### src/rtl/scan_sram_bridge.sv
// Scan-chain access path to the single-port SRAM.
// Loads serial words into memory and dumps memory words serially, LSB first.
module scan_sram_bridge #(
  parameter int WIDTH = 32,
  parameter int SIZE  = 2048,
  localparam int AW   = $clog2(SIZE)
) (
  input  logic             clk,
  input  logic             rst_n,
  input  logic             start_wr,
  input  logic             start_rd,
  input  logic [AW-1:0]    base_addr,
  input  logic [AW:0]      num_words,
  input  logic             sin_valid,
  input  logic             sin_data,
  output logic             sin_ready,
  output logic             sout_valid,
  output logic             sout_data,
  input  logic             sout_ready,
  output logic             ram_wen,
  output logic [AW-1:0]    ram_waddr,
  output logic [WIDTH-1:0] ram_wdata,
  output logic             ram_ren,
  output logic [AW-1:0]    ram_raddr,
  input  logic [WIDTH-1:0] ram_rdata,
  input  logic             ram_ready,
  output logic             busy,
  output logic             done
);

  localparam int CW = $clog2(WIDTH) + 1;
  localparam logic [CW-1:0] BLAST = CW'(WIDTH - 1);
  localparam logic [AW-1:0] ALAST = AW'(SIZE - 1);
  localparam logic [AW:0]   ONE   = (AW+1)'(1);

  typedef enum logic [2:0] {
    IDLE, WR_SHIFT, WR_COMMIT, RD_REQ, RD_WAIT, RD_SHIFT, DONE
  } state_t;

  state_t           state;
  logic [WIDTH-1:0] shreg;
  logic [CW-1:0]    bit_cnt;
  logic [AW-1:0]    addr;
  logic [AW:0]      remaining;
  logic [AW-1:0]    addr_nxt;
  logic             last;

  // Explicit wrap so non-power-of-2 depths work.
  assign addr_nxt = (addr == ALAST) ? '0 : addr + 1'b1;
  assign last     = (remaining == ONE);

  always_ff @(posedge clk or negedge rst_n) begin
    if (!rst_n) begin
      state     <= IDLE;
      shreg     <= '0;
      bit_cnt   <= '0;
      addr      <= '0;
      remaining <= '0;
    end else begin
      unique case (state)
        IDLE: begin
          if (start_wr || start_rd) begin
            addr      <= base_addr;
            remaining <= num_words;
            bit_cnt   <= '0;
            if (num_words == '0) state <= DONE;
            else if (start_wr)   state <= WR_SHIFT;
            else                 state <= RD_REQ;
          end
        end
        WR_SHIFT: begin
          if (sin_valid) begin
            shreg   <= {sin_data, shreg[WIDTH-1:1]};
            bit_cnt <= bit_cnt + 1'b1;
            if (bit_cnt == BLAST) state <= WR_COMMIT;
          end
        end
        WR_COMMIT: begin
          addr      <= addr_nxt;
          remaining <= remaining - 1'b1;
          bit_cnt   <= '0;
          state     <= last ? DONE : WR_SHIFT;
        end
        RD_REQ: state <= RD_WAIT;
        RD_WAIT: begin
          if (ram_ready) begin
            shreg <= ram_rdata;
            state <= RD_SHIFT;
          end
        end
        RD_SHIFT: begin
          if (sout_ready) begin
            shreg   <= {1'b0, shreg[WIDTH-1:1]};
            bit_cnt <= bit_cnt + 1'b1;
            if (bit_cnt == BLAST) begin
              addr      <= addr_nxt;
              remaining <= remaining - 1'b1;
              bit_cnt   <= '0;
              state     <= last ? DONE : RD_REQ;
            end
          end
        end
        DONE: state <= IDLE;
        default: state <= IDLE;
      endcase
    end
  end

  assign sin_ready  = (state == WR_SHIFT);
  assign sout_valid = (state == RD_SHIFT);
  assign sout_data  = (state == RD_SHIFT) & shreg[0];
  assign ram_wen    = (state == WR_COMMIT);
  assign ram_waddr  = addr;
  assign ram_wdata  = shreg;
  assign ram_ren    = (state == RD_REQ);
  assign ram_raddr  = addr;
  assign busy       = (state != IDLE);
  assign done       = (state == DONE);

endmodule

### config.mk
export PLATFORM = sky130hd
export DESIGN_NAME = scan_sram_bridge
export DESIGN_NICKNAME = d
export VERILOG_FILES = /design/src/rtl/scan_sram_bridge.sv
export SDC_FILE = /design/constraint.sdc
export NUM_CORES = 1
export LEC_CHECK = 0
export ABC_AREA = 1
export BUFFER_PORTS_ARGS = -buffer_cell sky130_fd_sc_hd__buf_2
export CAP_MARGIN = 5
export CORE_MARGIN = 5
export CORE_UTILIZATION = 52
export DETAILED_ROUTE_END_ITERATION = 7
export GPL_ROUTABILITY_DRIVEN = 0
export PLACE_DENSITY = 0.81
export SETUP_SLACK_MARGIN = 0.5
export SYNTH_ARGS = -nofsm -noshare
export SYNTH_HDL_FRONTEND = slang
export SYNTH_SLANG_ARGS = --single-unit
### constraint.sdc
create_clock -name clk -period 2.1 [get_ports clk]
set_input_delay 0.105 -clock clk [delete_from_list [all_inputs] [get_ports clk]]
set_output_delay 0.105 -clock clk [all_outputs]
set_load 0.02 [all_outputs]
Word-level counts from Yosys, hierarchy flattened
Cells that the tools add are included.
Storage, ports and cells
  output and inout port bits: 61
  register bits: 64
  input port bits: 63
Operators by class
  add/sub/neg operators: 3
  bitwise logic cells: 1
  mux-type cells: 29
  equal/unequal tests: 15
  reduce and logical (&&, ||, !) cells: 11
Operators with widths (number)
  32-bit 2-to-1 mux: 3
  32-bit one-hot mux with 3 select lines: 1
  11-bit 2-to-1 mux: 4
  12-bit 2-to-1 mux: 3
  12-bit one-hot mux with 3 select lines: 1
  11-bit one-hot mux with 3 select lines: 1
  3-bit 2-to-1 mux: 9
  6-bit 2-to-1 mux: 4
  6-bit one-hot mux with 4 select lines: 1
  3-bit one-hot mux with 6 select lines: 1
  12-bit by 1-bit == test with 1-bit output, second input constant: 1
  12-bit zero test: 1
  4-bit AND reduction: 3
  12-bit by 1-bit subtractor with 12-bit output, second input constant: 1
  11-bit by 1-bit adder with 11-bit output, second input constant: 1
  11-bit == test, second input constant: 1
  3-bit == test, second input constant: 3
  3-bit nonzero test: 3
  6-bit by 1-bit adder with 6-bit output, second input constant: 1
  3-bit by 2-bit == test with 1-bit output, second input constant: 2
  6-bit by 5-bit == test with 1-bit output, second input constant: 1
  2-bit by 1-bit != test with 1-bit output, second input constant: 3
  2-bit != test, second input constant: 3
  6-bit AND reduction: 1
  6 further kinds: 6

Logic depth before layout (Yosys ltp)
Gate-level depths: netlist (run 1).
  depth in word-level cells: 5
  gate-level depth with buffers: 11
  depth with buffers taken out: 10

Worst setup path after synthesis (run 1)
Ideal clock, no wire load.
  path type: reg-to-reg
  start: register bit_cnt[0]
  end: register addr[10], in the netlist ram_raddr[10]
  period minus slack after synthesis: 1.596 ns
  data required time: 1.983 ns
  stages on the path, launching flop included: 12
  arrival time: 1.478 ns
  path slack: 0.504 ns
  library setup time: 0.117 ns
  buffers on the path: 1
  cells stage by stage: dfrtp_1 > ha_1 > nand2_1 > nor2_1 > nand2_1 > nand2_1 > nand2_2 > nor2_4 > buf_4 > nand2_1 > nand2_1 > nand2_1
Between the ends
  word-level cells in the longest chain between the ends: 3
RTL lines
  start, declared: RTL line 42  | logic [CW-1:0] bit_cnt;
  start signal, assigned: RTL line 74  | bit_cnt <= bit_cnt + 1'b1;
  start signal, assigned: RTL line 94  | bit_cnt <= bit_cnt + 1'b1;
  6-bit by 5-bit == test with 1-bit output: RTL line 95  | if (bit_cnt == BLAST) begin
  2-bit by 1-bit != test with 1-bit output (no line)
  4-bit AND reduction (no line)
  end signal, assigned: RTL line 63  | addr <= base_addr;
  end signal, assigned: RTL line 79  | addr <= addr_nxt;
  end signal, assigned: RTL line 96  | addr <= addr_nxt;
  end, declared: RTL line 43  | logic [AW-1:0] addr;
Every way passes these cells.
A chain may end at the register's enable or synchronous reset.

Worst setup path in the final report (run 1)
  start: register bit_cnt[0]
  end: register state[0]
Between the ends
  word-level cells in the longest chain between the ends: 3
  elaborated cells between the ends (all ways): 4
  classes of those cells: eq/ne (3); reduce/logical (1)
RTL lines
  6-bit by 5-bit == test with 1-bit output *: RTL line 75, 95
  2-bit by 1-bit != test with 1-bit output (no line)
  6-bit AND reduction (no line) *
  end signal, assigned: RTL line 82  | state <= last ? DONE : WR_SHIFT;
  end signal, assigned: RTL line 99  | state <= last ? DONE : RD_REQ;
  end, declared: RTL line 40  | state_t state;
Every way passes the cells marked *; elsewhere a longest branch is shown, timed or not.

==> parameters.txt, run 1 <==
Parameter                              Value

Setup path
  Most common cell on crit path    nand2_2
  Setup crit end    state[0]$_DFFE_PN0P_
  Crit Path Category    register to register
  Crit path DAT    1.97 ns
  Setup slack, reg-to-reg    0.35 ns
  Number of cells traversed by the worst register-to-register path    12
  Cell with the biggest individual delay on the critical path    dfrtp_1
  Crit start category    register
  Startpoint of the lowest-slack register-to-register path    bit_cnt[0]$_DFFE_PN0P_
  Worst-path fanout max    3
  Critical Path RT    2.32 ns
  RR Endpoint    state[0]$_DFFE_PN0P_
  Setup crit end kind    register
  Cell Chain, Critical Path    ha_2 -> nand2_2 -> nor2_4 -> nand2_2 -> nand2_2 -> nand2_4 -> buf_4 -> buf_4 -> nor2_4 -> nand3_2 -> nand2_1 -> nand2_1
  Delay contributed by the slowest stage of the critical path    0.37 ns
  Critical path origin    bit_cnt[0]$_DFFE_PN0P_

CTS
  Total number of H-tree levels    3
  CTS tree    done
  CTS sink cnt    64
  Maximum buffer depth of the clock tree    2
  Clk Latency, worst-skew pair    0.34 ns
  Number of clock buffers inserted by TritonCTS    9
  Root Buffer    clkbuf_8
  Clock-pin slew on the worst setup and hold paths    0.07 ns

Detailed routing
  Post-detailed-route count of antenna-violating nets    0
  Via density per instance    5.29
  Number of iterations in the first detailed-routing pass    5
  Detailed router's first-iteration violation count    292
  Via count of the routed design    4543
  Drt drc    0
  Routed wire length    12000 um
  Average wire per cell in the routed design    14.0 um

Yosys
  Synth Net Count    670
  Yosys warning count    0
  Largest cells by area after synthesis    dfrtp_1, nand2_1, inv_1
  Number of unique standard cell types used by synthesis    29
  Cell taking the most area after synthesis    dfrtp_1
  Area of the mapped netlist    4080 um2
  Cell count after synthesis    603
  Mean instance size in the synthesized netlist    6.77 um2
  Synth top area share    39.3%
  Flip-flop and latch count after synthesis    64
  Portion of the post-synthesis area used by sequential elements    39.3%

Floorplanning
  Total die area    9720 um2
  Num rows    32
  Initial Utilization    53.1%
  Area of the core    7690 um2
  Die span in y    98.6 um
  Horizontal die dimension    98.6 um
  I/O pin count    124

Global routing
  Wire length of the first global-routing pass    18500 um
  Vias in the first global route    4095
  Global route total overflow    0
  Maximum number of pins on one net before global-route repair    64
  Antenna violations before repair    0
  GRT Overall Usage    23.1%

STA
  Unrepaired setup endpoints after global routing    true
  Sum Neg Setup Slack    0 ns
  Worst-case headroom to the max-slew limit    59.0%
  Clock period minus worst slack    1.75 ns
  Setup-failing EPs final    0
  Worst Tran Pin Value    0.615 ns
  Final max-slew violation count    0
  Final Hold Fails    0
  Worst hold slack    0.0389 ns
  Achievable frequency    572 MHz
  Portion of the clock cycle consumed by the worst path in the final layout    83.2%
  Clock Skews    0.00634 ns

Flow run
  Max-cap viol count    0

Power
  Overall power of the completed layout    8.51 mW
  LEAKAGE    2.89 nW
  Peak ir drop on the vdd network    722 uV
  Power density normalized to cell area    1540 nW/um2

Finish
  Commonest non-fill, non-tap cell in the layout    nand2_1
  Proportion of layout cells with a drive suffix above 1    33.3%
  # nets final    819
  Area growth from synthesis to layout    35.5%
  N_diodes    0
  Layout Cell Area excl Fill    5530 um2
  Leading cell types in the layout, fill and taps excluded    nand2_1, buf_2, inv_1, dfrtp_1, o21ai_0

Placed design
  Detailed placement HPWL    7800 um
  Total of buffers placed on input and output ports    123
  Post-Place Cell Area    4740 um2

Hold path
  Path class of the lowest-slack min-delay path    input pin to register
  Critical hold path startpoint    num_words[2]

Run status
  Run status    completed
-- flip-flops by register name, summed over array words and instances, names as in the netlist --
register and count:
remaining 12, state 3, ram_raddr 11, ram_wdata 32, bit_cnt 6
-- worst min-delay path by stage --
stage	end	slack, ns	cells after the start
2_1_floorplan	bit_cnt[0]$_DFFE_PN0P_	-0.19	0
3_3_place_gp	ram_wdata[22]$_DFFE_PN0P_	0.14	1
3_5_place_dp	ram_wdata[22]$_DFFE_PN0P_	0.15	1
4_1_cts	remaining[2]$_DFFE_PN0P_	0.03	3
5_1_grt	remaining[2]$_DFFE_PN0P_	0.05	3
6_report	remaining[2]$_DFFE_PN0P_	0.04	3
-- synthesized netlist by cell type, drive strengths merged --
cell / n
a21oi: 7
buf: 24
clkbuf: 7
clkinv: 1
dfrtp: 64
ha: 4
inv: 75
nand2: 218
nand3: 38
nand3b: 2
nand4: 5
nor2: 54
nor3: 5
o211ai: 3
o21ai: 92
o21bai: 1
o22ai: 1
or2: 1
xnor2: 1
-- area by class of cell --
type | instances | area (um2)
clock buffers | 10 | 138
clock inverters | 6 | 92.6
fillers | 599 | 2160
inverters | 76 | 292
multi-input cells | 432 | 2130
flip-flops and latches | 64 | 1610
well taps | 102 | 128
repair buffers | 169 | 1150
-- metrics by stage --
step / std cells / util [%] / setup WS (ns)
2_1_floorplan: 603 / - / 0.504
3_3_place_gp: 807 / 61.6 / 0.242
3_5_place_dp: 807 / 61.6 / 0.108
4_1_cts: 847 / 68.6 / 0.424
5_1_grt: 859 / 71.9 / 0.291
6_report: 859 / 71.9 / 0.353
-- cell families (layout without fill, tap and decap cells) --
kind of cell    count (synthesis)  in the layout  synth area share, %
flops                          64             64                 39.3
xor+xnor                        1              1                0.215
buf+inv                       107            261                 12.2
simple gates                  323            323                 33.1
fa+ha+maj                       4              4                 1.23
compound gates                104            104                 14.0
-- critical path: cells and delay by family, from the launching register on --
family,cells,cell delay [ns]
adders and majority gates,1,0.20
buffers and inverters,2,0.29
DFF,1,0.37
and+or+nand+nor,9,0.77
-- per-layer routing --
metal / vias to the layer above / wire (um) / global-route usage (%)
li1: 2193 / - / -
met1: 2099 / 5040 / 29.4
met2: 218 / 5760 / 38.5
met3: 33 / 957 / 4.74
met4: 0 / 277 / 8.93
met5: - / 0 / 0
-- power breakdown --
| part | switching, mW | total [mW] | internal (mW) |
|---|---|---|---|
| sequential | 0.458 | 2.16 | 1.70 |
| clock | 0.513 | 1.22 | 0.704 |
| combinational | 3.11 | 5.14 | 2.03 |
| total | 4.08 | 8.51 | 4.43 |
-- timing repair --
action,in CTS,in global routing
cloned,2,1
setup endpoints to repair,59,66
buffers inserted,21,11
resized for setup,21,42
hold buffers,1,0
pin swaps,13,19
hold endpoints to repair,22,0
(Power assumes the default switching activity.)
==> run 2: changes to the inputs <==
Clock period 2.1 ns to 1.7 ns, I/O delays scaled along.
==> run 2 against run 1 <==
Compared with the run above: the flow now finishes with violations (negative setup slack); sequential share of layout area fell by 4.1 points; via count rose by 21%; maximum frequency fell by 5.4%; first-iteration DRC count rose by 91%; register-to-register slack got worse by 0.50 ns; final cell count rose by 3.1%; utilization rose by 12 points; sequential power rose by 29%; die area did not move; sequential cell count did not move; non-clock buffer count rose by 24; critical endpoint is now ram_raddr[8]$_DFFE_PN0P_; largest cell class unchanged; highest routed layer is now met5.
==> parameters.txt, run 2 (synthesized netlist as in run 1, its figures left out) <==
Parameter                              Value

Run status
  Run status    finished, violations left
  Failing checks    negative setup slack

Setup path
  Crit path buffers/inverters    3
  Delay contributed by the slowest stage of the critical path    0.48 ns
  Setup slack, reg-to-reg    -0.15 ns
  Setup crit end kind    register
  Crit-path leading delay family    simple AND/OR/NAND/NOR gates
  Cell with the biggest individual delay on the critical path    dfrtp_2
  Worst-path fanout max    8
  Crit start category    register
  Crit Path Category    register to register
  Cell Chain, Critical Path    nor2_4 -> nand3_1 -> nand2_2 -> nor2_4 -> buf_12 -> buf_6 -> buf_16 -> nand2_1 -> nand2_2
  Crit path DAT    2.09 ns
  Critical Path RT    1.95 ns

Finish
  Leading cell types in the layout, fill and taps excluded    nand2_1, buf_2, inv_1, dfrtp_1, o21ai_0
  Utilization after layout    83.7%
  Area growth from synthesis to layout    57.7%
  Proportion of layout cells with a drive suffix above 1    43.9%
  Commonest non-fill, non-tap cell in the layout    nand2_1
  Total area of multi-input combinational cells    2510 um2
  # nets final    845
  Combined flip-flop and latch cell area    1610 um2
  Number of flip-flops under the largest register name    32
  Layout Cell Area excl Fill    6430 um2
  Number of filler instances in the final layout    391

STA
  Clock Skews    0.0154 ns
  Unrepaired setup endpoints after global routing    true
  Post-layout worst setup margin    -0.146 ns
  Final Hold Fails    0
  Achievable frequency    542 MHz
  Worst-case headroom to the max-slew limit    68.8%
  Portion of the clock cycle consumed by the worst path in the final layout    109%
  Clock period minus worst slack    1.85 ns
  Final max-slew violation count    0
  Worst hold slack    0.0315 ns
  Setup-failing EPs final    43
  Worst Tran Pin Value    0.463 ns

Global routing
  Antenna violations before repair    2
  Wire length of the first global-routing pass    25000 um
  GRT Overall Usage    31.9%
  Global route total overflow    0
  Maximum number of pins on one net before global-route repair    65
  Vias in the first global route    5051

Detailed routing
  Post-detailed-route count of antenna-violating nets    0
  Drt drc    0
  Detailed router's first-iteration violation count    559
  Average wire per cell in the routed design    21.4 um
  Via density per instance    6.21
  Via count of the routed design    5502
  Routed wire length    18900 um
  Number of iterations in the first detailed-routing pass    6

Power
  Relative contribution of combinational cells to total power    68.2%
  Overall power of the completed layout    13.8 mW
  Power density normalized to cell area    2150 nW/um2
  Switching pwr    6.86 mW
  LEAKAGE    3.39 nW
  Switching fraction of total power    49.6%
  Internal    6.98 mW
  Proportion of power drawn by flip-flops and latches    20.1%
  Part of the total power dissipated in the clock network    11.7%
  Peak ir drop on the vdd network    904 uV

CTS
  Root Buffer    clkbuf_8
  Clk Latency, worst-skew pair    0.35 ns
  Clock-pin slew on the worst setup and hold paths    0.09 ns
  CTS tree    done
  CTS sink cnt    64
  Number of clock buffers inserted by TritonCTS    9
  Total number of H-tree levels    3
  Maximum buffer depth of the clock tree    2

Floorplanning
  I/O pin count    124
  Num rows    32
  Die span in y    98.6 um
  Total die area    9720 um2
  Horizontal die dimension    98.6 um
  Initial Utilization    53.1%
  Area of the core    7690 um2

Placed design
  Post-Place Cell Area    4840 um2
  Total of buffers placed on input and output ports    123
  Detailed placement HPWL    7840 um
  Pre-CTS setup slack    -0.0469 ns

Flow run
  Max-cap viol count    0

Hold path
  Path class of the lowest-slack min-delay path    input pin to register
-- run 2: timing repair --
action / 4_1_cts / 5_1_grt
cloned: 14 / 1
pin swaps: 20 / 18
hold buffers: 1 / 0
gates resized for setup: 111 / 87
setup buffers: 31 / 7
setup endpoints to repair: 71 / 71
hold endpoints to repair: 64 / 0
-- run 2: worst min-delay path, delay by kind of cell --
kind	cells	cell delay (ns)
AOI/OAI and AO/OA	1	0.11
buffers and inverters	1	0.09
and+or+nand+nor	1	0.08
-- run 2: metrics by stage --
stage,cells,setup TNS (ns)
after global placement,815,0
after CTS,877,0
after global routing,886,-4.12
after detailed placement,815,-0.174
final,886,-1.73
after floorplan,603,0
-- run 2: final cells by class --
cell class / instances / area share, %
Antenna cell: 1 / 0.0389
Timing Repair inverter: 1 / 0.117
Multi-Input combinational cell: 433 / 39.0
Clock buffer: 12 / 2.41
Timing Repair Buffer: 193 / 25.6
Sequential cell: 64 / 25.0
Tap cell: 102 / 1.98
Clock inverter: 4 / 1.19
Inverter: 76 / 4.67
-- run 2: path summary, 6_finish.rpt --
kind                                          start                        end  depth (start not counted)
max                            state[0]$_DFFE_PN0P_   ram_raddr[8]$_DFFE_PN0P_                          9
min                                    num_words[4]   remaining[4]$_DFFE_PN0P_                          3
max reg2reg                    state[0]$_DFFE_PN0P_   ram_raddr[8]$_DFFE_PN0P_                          9
min reg2reg                remaining[3]$_DFFE_PN0P_   remaining[3]$_DFFE_PN0P_                          2
max in group asynchronous                     rst_n       state[0]$_DFFE_PN0P_                          3
min in group asynchronous                     rst_n  ram_wdata[25]$_DFFE_PN0P_                          3
-- run 2: routing by layer --
| metal | routed length (um) | vias to the layer above | track usage, % |
|---|---|---|---|
| met1 | 6130 | 2521 | 37.7 |
| li1 | - | 2247 | - |
| met4 | 1740 | 2 | 19.2 |
| met5 | 13 | - | 0 |
| met3 | 2220 | 186 | 6.86 |
| met2 | 8840 | 546 | 52.9 |
-- run 2: power by group through the flow --
| stage | Clock, mW | Combinational, mW | Sequential, mW |
|---|---|---|---|
| final | 1.62 | 9.43 | 2.78 |
| after global routing | 1.67 | 9.85 | 2.80 |
| after CTS | 1.56 | 7.65 | 2.63 |
| after detailed placement | 0 | 5.22 | 2.64 |
| after global placement | 0 | 5.08 | 2.61 |
| after floorplan | 0 | 3.49 | 2.99 |
==> run 3: changes to the inputs <==
Settings changed: MAX_ROUTING_LAYER set to met4.
==> run 3 against run 2 <==
Compared with the run above: the run still ends with negative setup slack left; highest routed layer is now met4; final cell count increased by 0.11%; power about the same; first-iteration DRC count unchanged.
==> parameters.txt, run 3 (synthesized netlist as in run 1, its figures left out) <==
Parameter                              Value

Hold path
  Endpoint, Worst Hold    remaining[2]$_DFFE_PN0P_
  Instance count along the most critical hold path    3
  Path class of the lowest-slack min-delay path    input pin to register
  Critical hold path startpoint    num_words[2]

Floorplanning
  Die span in y    98.6 um
  Area of the core    7690 um2
  I/O pin count    124
  Horizontal die dimension    98.6 um
  Total die area    9720 um2
  Num rows    32
  Initial Utilization    53.1%

Setup path
  Delay contributed by the slowest stage of the critical path    0.49 ns
  Number of cells traversed by the worst register-to-register path    9
  Setup slack, reg-to-reg    -0.14 ns
  Startpoint of the lowest-slack register-to-register path    state[0]$_DFFE_PN0P_
  Crit path DAT    2.09 ns
  Cell with the biggest individual delay on the critical path    dfrtp_2
  Cell Chain, Critical Path    nor2_4 -> nand3_1 -> nand2_2 -> nor2_4 -> buf_12 -> buf_6 -> buf_16 -> nand2_1 -> nand2_2
  RR Endpoint    ram_raddr[8]$_DFFE_PN0P_
  Critical Path RT    1.95 ns
  Crit start category    register
  Setup crit end kind    register
  Crit Path Category    register to register
  Crit-path leading delay family    simple AND/OR/NAND/NOR gates
  Worst-path fanout max    8
  Crit path buffers/inverters    3

CTS
  Root Buffer    clkbuf_8
  CTS tree    done
  Clock-pin slew on the worst setup and hold paths    0.09 ns
  Number of clock buffers inserted by TritonCTS    9
  Total number of H-tree levels    3
  CTS sink cnt    64
  Maximum buffer depth of the clock tree    2
  Clk Latency, worst-skew pair    0.35 ns

Power
  Power density normalized to cell area    2150 nW/um2
  Peak ir drop on the vdd network    898 uV
  LEAKAGE    3.39 nW

Detailed routing
  Detailed router's first-iteration violation count    559
  Average wire per cell in the routed design    21.3 um
  Number of iterations in the first detailed-routing pass    7
  Via density per instance    6.17
  Via count of the routed design    5469
  Drt drc    0
  Post-detailed-route count of antenna-violating nets    0
  Routed wire length    18900 um

STA
  Clock period minus worst slack    1.84 ns
  Final Hold Fails    0
  Unrepaired setup endpoints after global routing    true
  Final max-slew violation count    0
  Sum Neg Setup Slack    -1.83 ns
  Clock Skews    0.0142 ns
  Worst-case headroom to the max-slew limit    70.0%
  Post-layout worst setup margin    -0.144 ns
  Worst Tran Pin Value    0.445 ns
  Setup-failing EPs final    42
  Portion of the clock cycle consumed by the worst path in the final layout    108%
  Achievable frequency    542 MHz

Global routing
  GRT Overall Usage    32.7%
  Maximum number of pins on one net before global-route repair    65
  Antenna violations before repair    2
  Wire length of the first global-routing pass    24900 um
  Vias in the first global route    5057
  Global route total overflow    0

Run status
  Failing checks    negative setup slack
  Run status    finished, violations left

Finish
  Total area of multi-input combinational cells    2510 um2
  Proportion of layout cells with a drive suffix above 1    43.9%
  # nets final    845
  Layout Cell Area excl Fill    6430 um2
  Leading cell types in the layout, fill and taps excluded    nand2_1, buf_2, inv_1, dfrtp_1, o21ai_0
  Layout Cells excl Fill    887
  Commonest non-fill, non-tap cell in the layout    nand2_1
  Number of flip-flops under the largest register name    32
  Combined flip-flop and latch cell area    1610 um2
  Number of filler instances in the final layout    390
  Area growth from synthesis to layout    57.7%

Placed design
  Total of buffers placed on input and output ports    123
  Post-Place Cell Area    4840 um2
  Detailed placement HPWL    7840 um
  Placed Instances    815

Flow run
  Max-cap viol count    0
[run 3: stage by stage]
stage	total power [mW]	worst slack [ns]	util [%]	hold slack, ns
floorplan	6.48	0.137	-	-0.211
global placement	7.69	0.0259	63.0	0.126
detailed placement	7.85	-0.0469	63.0	0.135
CTS	11.8	0.0795	78.3	0.00116
global route	14.3	-0.210	83.7	0.0337
finish	13.8	-0.144	83.7	0.0269
[run 3: timing repair]
action	CTS	global route
resized for setup	111	87
pin swaps	20	18
buffers inserted	31	7
hold endpoints to repair	64	0
gates cloned	14	1
endpoints found under the setup margin	71	71
hold buffers	1	0
[run 3: per-layer routing]
layer	track usage, %	vias up	wire [um]
met3	6.72	165	2200
met2	53.0	566	8950
met4	19.3	0	1590
met5	-	-	0
li1	-	2250	-
met1	37.4	2488	6180
[run 3: how the worst max path moves through the flow]
stage                                      start                        to  slack, ns  cells after the start
final                       state[0]$_DFFE_PN0P_  ram_raddr[8]$_DFFE_PN0P_      -0.14                      9
after global routing        state[0]$_DFFE_PN0P_  ram_raddr[8]$_DFFE_PN0P_      -0.21                      9
after CTS                 bit_cnt[1]$_DFFE_PN0P_  ram_raddr[3]$_DFFE_PN0P_       0.08                     12
after detailed placement  bit_cnt[0]$_DFFE_PN0P_  ram_raddr[5]$_DFFE_PN0P_      -0.05                     11
after global placement    bit_cnt[0]$_DFFE_PN0P_  ram_raddr[5]$_DFFE_PN0P_       0.03                     11
after floorplan           bit_cnt[0]$_DFFE_PN0P_  remaining[9]$_DFFE_PN0P_       0.14                     11
[run 3: where the power goes]
part           internal [mW]  total (mW)  switching, mW
registers               2.10        2.78          0.676
clock network          0.911        1.62          0.710
logic                   3.96        9.44           5.47
[run 3: worst min-delay path, stage by stage]
cell and delay [ns]:
buf_2 0.09, o211ai_1 0.10, nand2_1 0.06
[run 3: layout make-up]
class                           instances  area share, %
Antenna cell                            2         0.0778
Clock buffer                           12           2.41
Clock inverter                          4           1.19
Inverter                               76           4.67
Multi-Input combinational cell        433           39.0
Sequential cell                        64           25.0
Tap cell                              102           1.98
Timing Repair Buffer                  193           25.6
Timing Repair inverter                  1          0.117
